### src/rtl/cpu_pkg.sv
// rtl/cpu_pkg.sv - shared load/store encodings and memory-stage state type
package cpu_pkg;

    localparam logic [2:0] F3_B  = 3'b000;
    localparam logic [2:0] F3_H  = 3'b001;
    localparam logic [2:0] F3_W  = 3'b010;
    localparam logic [2:0] F3_BU = 3'b100;
    localparam logic [2:0] F3_HU = 3'b101;

    typedef enum logic [1:0] {
        ST_IDLE = 2'd0,
        ST_WAIT = 2'd1,
        ST_DONE = 2'd2
    } mem_state_t;

    typedef enum logic [1:0] {
        SZ_B = 2'd0,
        SZ_H = 2'd1,
        SZ_W = 2'd2
    } acc_size_t;

    // Unused funct3 codes fall back to a full-word access.
    function automatic acc_size_t acc_size(input logic [2:0] f3);
        case (f3)
            F3_B, F3_BU: acc_size = SZ_B;
            F3_H, F3_HU: acc_size = SZ_H;
            F3_W:        acc_size = SZ_W;
            default:     acc_size = SZ_W;
        endcase
    endfunction

    function automatic logic is_misaligned(input logic [2:0] f3, input logic [1:0] lsb);
        case (acc_size(f3))
            SZ_B:    is_misaligned = 1'b0;
            SZ_H:    is_misaligned = lsb[0];
            default: is_misaligned = (lsb != 2'b00);
        endcase
    endfunction

endpackage

### src/rtl/load_align.sv
// rtl/load_align.sv - selects the addressed byte/halfword lane and extends it
module load_align
    import cpu_pkg::*;
(
    input  logic [31:0] i_rdata,
    input  logic [1:0]  i_addr_lsb,
    input  logic [2:0]  i_funct3,
    output logic [31:0] o_data
);

    logic [7:0]  w_byte;
    logic [15:0] w_half;
    logic        w_signed;

    always_comb begin
        w_byte   = 8'(i_rdata >> {i_addr_lsb, 3'b000});
        w_half   = i_addr_lsb[1] ? i_rdata[31:16] : i_rdata[15:0];
        w_signed = (i_funct3 == F3_B) || (i_funct3 == F3_H);
        case (acc_size(i_funct3))
            SZ_B:    o_data = {{24{w_signed & w_byte[7]}}, w_byte};
            SZ_H:    o_data = {{16{w_signed & w_half[15]}}, w_half};
            default: o_data = i_rdata;
        endcase
    end

endmodule

### src/rtl/mem_access_stage.sv
// rtl/mem_access_stage.sv - pipeline MEM stage: data-memory handshake, store lanes, load alignment
module mem_access_stage
    import cpu_pkg::*;
#(
    parameter int ADDR_W = 32,
    parameter int DATA_W = 32
) (
    input  logic              clk_i,
    input  logic              rst_i,
    input  logic              valid_i,
    input  logic [31:0]       pc_i,
    input  logic [ADDR_W-1:0] alu_res_i,
    input  logic [DATA_W-1:0] store_data_i,
    input  logic [4:0]        rd_addr_i,
    input  logic              mem_read_i,
    input  logic              mem_write_i,
    input  logic              reg_write_i,
    input  logic [2:0]        funct3_i,
    output logic              mem_req_o,
    output logic              mem_we_o,
    output logic [ADDR_W-1:0] mem_addr_o,
    output logic [DATA_W-1:0] mem_wdata_o,
    output logic [3:0]        mem_be_o,
    input  logic              mem_ack_i,
    input  logic [DATA_W-1:0] mem_rdata_i,
    output logic              stall_o,
    output logic              misalign_o,
    output logic [31:0]       pc_o,
    output logic [ADDR_W-1:0] alu_res_o,
    output logic [DATA_W-1:0] read_data_o,
    output logic [4:0]        rd_addr_o,
    output logic              wb_o
);

    mem_state_t        r_state;
    logic [DATA_W-1:0] r_ld_q;

    logic              w_mem_op;
    logic              w_misalign;
    logic              w_issue;
    logic              w_req;
    logic [DATA_W-1:0] w_load_word;

    assign w_mem_op   = valid_i & (mem_read_i | mem_write_i);
    assign w_misalign = is_misaligned(funct3_i, alu_res_i[1:0]);
    assign w_issue    = w_mem_op & ~w_misalign;
    // WAIT keeps requesting regardless of inputs; EX/MEM is frozen by stall_o.
    assign w_req      = ((r_state == ST_IDLE) & w_issue) | (r_state == ST_WAIT);

    load_align u_load_align (
        .i_rdata    (mem_rdata_i),
        .i_addr_lsb (alu_res_i[1:0]),
        .i_funct3   (funct3_i),
        .o_data     (w_load_word)
    );

    always_ff @(posedge clk_i) begin
        if (rst_i) begin
            r_state <= ST_IDLE;
            r_ld_q  <= '0;
        end else begin
            case (r_state)
                ST_IDLE: if (w_issue) r_state <= mem_ack_i ? ST_DONE : ST_WAIT;
                ST_WAIT: if (mem_ack_i) r_state <= ST_DONE;
                default: r_state <= ST_IDLE;
            endcase
            if (w_req && mem_ack_i) r_ld_q <= w_load_word;
        end
    end

    assign mem_req_o  = w_req;
    assign stall_o    = w_req;
    assign mem_we_o   = mem_write_i;
    assign mem_addr_o = {alu_res_i[ADDR_W-1:2], 2'b00};
    assign pc_o       = pc_i;
    assign alu_res_o  = alu_res_i;
    assign rd_addr_o  = rd_addr_i;

    always_comb begin
        mem_wdata_o = store_data_i;
        mem_be_o    = 4'b1111;
        case (acc_size(funct3_i))
            SZ_B: begin
                mem_wdata_o = {4{store_data_i[7:0]}};
                mem_be_o    = 4'b0001 << alu_res_i[1:0];
            end
            SZ_H: begin
                mem_wdata_o = {2{store_data_i[15:0]}};
                mem_be_o    = 4'b0011 << alu_res_i[1:0];
            end
            default: ;
        endcase
    end

    always_comb begin
        misalign_o  = 1'b0;
        wb_o        = 1'b0;
        read_data_o = '0;
        case (r_state)
            ST_IDLE: begin
                misalign_o = w_mem_op & w_misalign;
                wb_o       = valid_i & reg_write_i & ~w_mem_op;
            end
            ST_DONE: begin
                wb_o        = reg_write_i & mem_read_i;
                read_data_o = r_ld_q;
            end
            default: ;
        endcase
    end

endmodule

### config.mk
export PLATFORM = sky130hd
export DESIGN_NAME = mem_access_stage
export DESIGN_NICKNAME = d
export VERILOG_FILES = /design/src/rtl/cpu_pkg.sv /design/src/rtl/load_align.sv /design/src/rtl/mem_access_stage.sv
export SDC_FILE = /design/constraint.sdc
export NUM_CORES = 1
export LEC_CHECK = 0
export BUFFER_PORTS_ARGS = -buffer_cell sky130_fd_sc_hd__buf_4
export CELL_PAD_IN_SITES_DETAIL_PLACEMENT = 1
export CELL_PAD_IN_SITES_GLOBAL_PLACEMENT = 2
export CORE_UTILIZATION = 21
export CTS_CLUSTER_DIAMETER = 30
export DETAILED_ROUTE_END_ITERATION = 7
export HOLD_SLACK_MARGIN = 0.02
export PLACE_DENSITY_LB_ADDON = 0.1
export SETUP_SLACK_MARGIN = 0.15
export SYNTH_ARGS = -nofsm -noshare
export SYNTH_HDL_FRONTEND = slang
export SYNTH_HIERARCHICAL = 1
export SYNTH_SLANG_ARGS = --single-unit
### constraint.sdc
create_clock -name clk_i -period 4.06 [get_ports clk_i]
set_input_delay 0.609 -clock clk_i [delete_from_list [all_inputs] [get_ports clk_i]]
set_output_delay 0.609 -clock clk_i [all_outputs]
set_load 0.02 [all_outputs]
* After elaboration in Yosys (flattened, before gate mapping)
Cells that the tools add are included.
** Cells by class
- Eq/ne operators :: 8
- Shift-type cells :: 3
- Mux-type cells :: 13
- Bitwise gates (word level) :: 13
- Reductions and logical operators :: 9
** Operator list (number)
- one-hot mux 32 bit (2 select lines) :: 2
- 2-to-1 mux 32 bit :: 1
- >> shifter 32 x 5 -> 8 bit :: 1
- 2-to-1 mux 16 bit :: 1
- bitwise AND 1 bit :: 9
- one-hot mux 2 bit (2 select lines) :: 2
- one-hot mux 4 bit (2 select lines) :: 1
- equality test 3 bit, second input constant :: 2
- 2-to-1 mux 2 bit :: 3
- equality test 2 x 1 -> 1 bit, second input constant :: 2
- logical NOT 2 bit :: 2
- != test 2 bit, second input constant :: 2
- one-hot mux 1 bit (2 select lines) :: 2
- OR reduction 2 bit :: 2
- << shifter 1 x 2 -> 4 bit, first input constant :: 1
- << shifter 2 x 2 -> 4 bit, first input constant :: 1
- equality test 3 x 1 -> 1 bit, second input constant :: 1
- logical NOT 3 bit :: 1
- equality test 2 bit, second input constant :: 1
- NOT 1 bit :: 2
- bitwise OR 1 bit :: 2
- AND reduction 2 bit :: 1
- nonzero test 2 bit :: 1
- logical AND 1 bit :: 1
- 2 further kinds :: 2
** Word-level totals
- Register bits :: 34
- Bits of input ports :: 143
- Output and inout bits :: 174
- Word-level logic and storage cells :: 48

* Logic depth before layout (Yosys ltp)
- Depth in word-level cells :: 10
- Depth in mapped cells :: 8
- Mapped depth without buffers :: 6

* Modules after synthesis
The synthesis kept the hierarchy.
** Modules (own cells, without submodules)
- mem_access_stage :: times used 1, cells an instance 357, area each 3085.5 µm², sequential area each 680.7 µm²
- load_align :: times used 1, cells an instance 122, area each 673.1 µm², sequential area each 0.0 µm²

* Least setup slack after synthesis
OpenSTA, ideal clock, no wires.
- Path kind :: in2out
- Start :: input alu_res_i[0]
- End :: output stall_o
- Arrival :: 1530 ps
- Required time :: 3451 ps
- Setup slack :: 1921 ps
- Stages on the path :: 4
- Buffers on the path :: 1
- Path through :: o21ai_1 > nand4b_1 > a21oi_1 > buf_4
** On the way
- Longest elaborated chain between the ends :: 6
** Ends and longest elaborated chain
- start, declared :: line mem_access_stage.sv:12 : input logic [ADDR_W-1:0] alu_res_i,
- nonzero test 2 bit :: line cpu_pkg.sv:36 : default: is_misaligned = (lsb != 2'b00);
- one-hot mux 1 bit (2 select lines) (*) :: line cpu_pkg.sv:33 : case (acc_size(f3))
- NOT 1 bit (*) :: line mem_access_stage.sv:46 : assign w_issue = w_mem_op & ~w_misalign;
- bitwise AND 1 bit (*) :: line mem_access_stage.sv:46
- bitwise AND 1 bit (*) :: line mem_access_stage.sv:48 : assign w_req = ((r_state == ST_IDLE) & w_issue) | (r_state == ST_WAIT);
- bitwise OR 1 bit (*) :: line mem_access_stage.sv:48
- end, declared :: line mem_access_stage.sv:26 : output logic stall_o,
Mark *: on every way between the ends. The rest lies on a longest branch, timed or not.

* Worst setup path after layout
- Start :: input funct3_i[1]
- End :: output mem_wdata_o[15]
** On the way
- Longest elaborated chain between the ends :: 5
- Elaborated cells between the ends (all ways) :: 10
- Those cells by class :: eq/ne (4); mux (2); reduce/logical (4)
** Ends and longest elaborated chain
- start, declared :: line mem_access_stage.sv:18 : input logic [2:0] funct3_i,
- equality test 3 bit, or another cell as far along :: line cpu_pkg.sv:24 : case (f3)
- OR reduction 2 bit :: line cpu_pkg.sv:24
- one-hot mux 2 bit (2 select lines) (*) :: line cpu_pkg.sv:24
- equality test 2 x 1 -> 1 bit / logical NOT 2 bit (equally long branches) :: line mem_access_stage.sv:82 : case (acc_size(funct3_i))
- one-hot mux 32 bit (2 select lines) (*) :: line mem_access_stage.sv:82
- end, declared :: line mem_access_stage.sv:22 : output logic [DATA_W-1:0] mem_wdata_o,
Marks and branches as above.

==> run summary <==
worst path cell trace: buf_4 -> nor2_2 -> mux2_2 -> buf_4
IO Pins: 317
Resized Gates After CTS: 0
fin crit share: 63.67%
CTS tree: done
Endpoint, Worst Hold: r_ld_q[19]
Seq cells post-synth: 34
pwr dens: 279.1 nW/um^2
Total Nets Final: 645
Tot GR Track Use: 13.36%
CP Capture Type: output port
Mapped Area: 3759 sq um
Synth Area in XOR/XNOR: 0%
n_diodes: 0
die area: 18,440 sq um
outcome: complete, no violations
RR Startpoint: r_state[1]
CP delay by family, top: buffers and inverters
Area growth syn-to-layout: 16.38%
largest family of logic cells by synthesized area: simple AND/OR/NAND/NOR gates
Synth Area in Simple Gates: 28.30%
Distinct cells, synth: 42
Worst Tran Pin Value: 0.7705 ns
grt ovf: 0
Die H: 135.8 microns
largest buffer count on any clock path: 2
WP data arrival: 1.98 ns
Worst R2R Setup Slack: 2.39 ns
Site Rows: 48
Fin. Hold Viols: 0
first-pass GRT wire length: 18.94 mm
final core occ: 25.11%
Vias: 3,089
Setup Fix Bufs, Post-CTS: 0
maximum resistive drop on vdd: 0.0001809 V
Final Slew Violations: 0
CP max FO: 71
met3 routed WL: 1.050 mm
EDFF count, synth: 0
Post-DP HPWL: 9.540 mm
min cycle time layout: 2.585 ns
Synth Area in Compound Gates: 8.222%
adder-cell share of the synthesized area: 0%
Initial Utilization: 21.58%
slowest CP cell: nor2_2
WL/cell: 17.20 microns
initial antenna violation count: 0
Fin Setup TNS: 0 ns
clock transition at the registers of the reported paths: 0.06 ns
layout cells sized above 1: 37.38%
Reg2Reg Depth: 5
final setup fails: 0
met2 WL post-DR: 6.089 mm
Post-synth top cells: 115 x buf_4, 60 x nand2_1, 49 x nand2b_1
CTS Root Cell: clkbuf_16
Filler Cell Count: 2,098
drt pass-1 iters: 4
synthesis warning total: 6
cell count after synthesis: 479
Max transition margin: 48.53%
mux cell area share after synthesis: 18.04%
CP bufs+invs: 2
die width: 135.8 microns
Clock Sinks: 34
Yosys top cell by area: buf_4
Worst Skew: 0.003757 ns
critical path's most frequent cell: buf_4
crit start category: primary input
most frequent cell after synthesis: buf_4
RR Endpoint: r_ld_q[1]
ys async rst share: 0%
worst skew pair latency: 0.28 ns
Peak Freq: 0.3869 GHz
Avg Cell Area, Syn: 7.847 sq um
slowest stage delay, CP: 0.47 ns
M1 wire length: 5.160 mm
unrepaired setup endpoints after global routing: no
# DRC: 0
port buffer count: 150
Crit Path Class: primary input to output port
LEAKAGE: 2.150 nW
number of max-cap violations: 0
Top Layer Used: met4
Most used DFF post-synth: dfxtp_1
wirelength, routed: 12.52 mm
Worst EP required: 3.45 ns
Antenna Nets Post-Route: 0
Seq/Total Area, Yosys: 18.11%
vias in the first global route: 3,365
pin count of the biggest net entering global routing: 72
H-tree levels: 2
Via-to-Cell Ratio: 4.243
ranking of synthesized cells by area: buf_4 23%, dfxtp_1 18%, mux2i_1 11%
initial DRC count: 99
hold_sp: r_ld_q[19]
hold_buf cts: 0
Placer Congestion: 0.7157
hold depth: 2
core area: 17,420 sq um
Synth top area share: 22.97%
CTS Buf Count: 5
Hold/Removal Path Class: flop to flop
-- cell families after synthesis --
| kind of cell | count (synthesis) |
|---|---|
| simple gates | 193 |
| buf+inv | 140 |
| mux | 65 |
| compound gates | 46 |
| flops | 34 |
| other cells | 1 |
-- layer usage --
| layer | up-vias | GRT usage [%] |
|---|---|---|
| li1 | 1493 | - |
| met1 | 1428 | 15.59 |
| met2 | 141 | 23.02 |
| met3 | 27 | 4.227 |
| met4 | 0 | 4.182 |
| met5 | - | 0 |
-- area by class of cell --
type	instances	area, sq um	area share, %
inverters	3	11.26	0.2574
clock buffers	6	138.9	3.175
flip-flops and latches	34	680.7	15.56
repair buffers	152	1141	26.09
clock inverters	2	60.06	1.373
multi-input cells	306	2061	47.11
well taps	225	281.5	6.436
-- through the flow --
stage	setup slack (ns)	cell area, sq um	instances	hold WS [ns]	power, W
2_1_floorplan	1.921	3762	480	0.4468	0.0007102
5_1_grt	1.319	4374	728	0.5019	0.001290
6_report	1.475	4374	728	0.4732	0.001221
3_5_place_dp	1.389	4175	720	0.4685	0.0007160
4_1_cts	1.402	4374	728	0.4795	0.001249
3_3_place_gp	1.422	4175	720	0.4630	0.0007155
-- flip-flops by register name (all words and copies together), names as in the netlist --
register,flops
r_ld_q,32
r_state,2
-- how the worst max path moves through the flow --
stage / startpoint / to / slack [ns] / cells after the start
2_1_floorplan: alu_res_i[0] / stall_o / 1.92 / 4
3_3_place_gp: funct3_i[1] / mem_wdata_o[10] / 1.42 / 4
3_5_place_dp: funct3_i[1] / r_ld_q[18] / 1.39 / 6
4_1_cts: funct3_i[1] / mem_wdata_o[10] / 1.40 / 4
5_1_grt: funct3_i[1] / misalign_o / 1.32 / 5
6_report: funct3_i[1] / mem_wdata_o[15] / 1.48 / 4
-- where the power goes --
group          leakage (nW)  internal [W]  total (W)  switching [W]
logic                  1.78      0.000163   0.000348       0.000184
registers             0.276      0.000347   0.000353     0.00000624
clock network        0.0971      0.000369   0.000520       0.000151
-- layout by cell type (no fill, tap or decap), types with 2 or more instances in the layout --
cell type,instances
buf_4,152
and2_1,33
nor2_1,12
conb_1,2
a22oi_1,6
dfxtp_1,34
bufinv_16,2
nor3b_1,4
a211o_1,2
clkbuf_16,5
o21bai_1,3
or2b_1,19
a21oi_1,4
nor2b_1,5
inv_1,3
mux2_2,22
nand2b_1,49
mux2i_1,43
o21ai_0,18
nand2_1,60
o31ai_1,4
-- worst register-to-register path: cells and delay by family (launching register included) --
| family | cells | cell delay [ns] |
|---|---|---|
| simple gates | 2 | 0.27 |
| mux | 1 | 0.28 |
| compound gates | 1 | 0.16 |
| flops | 1 | 0.40 |
| buf+inv | 1 | 0.50 |
(Power assumes the default switching activity.)
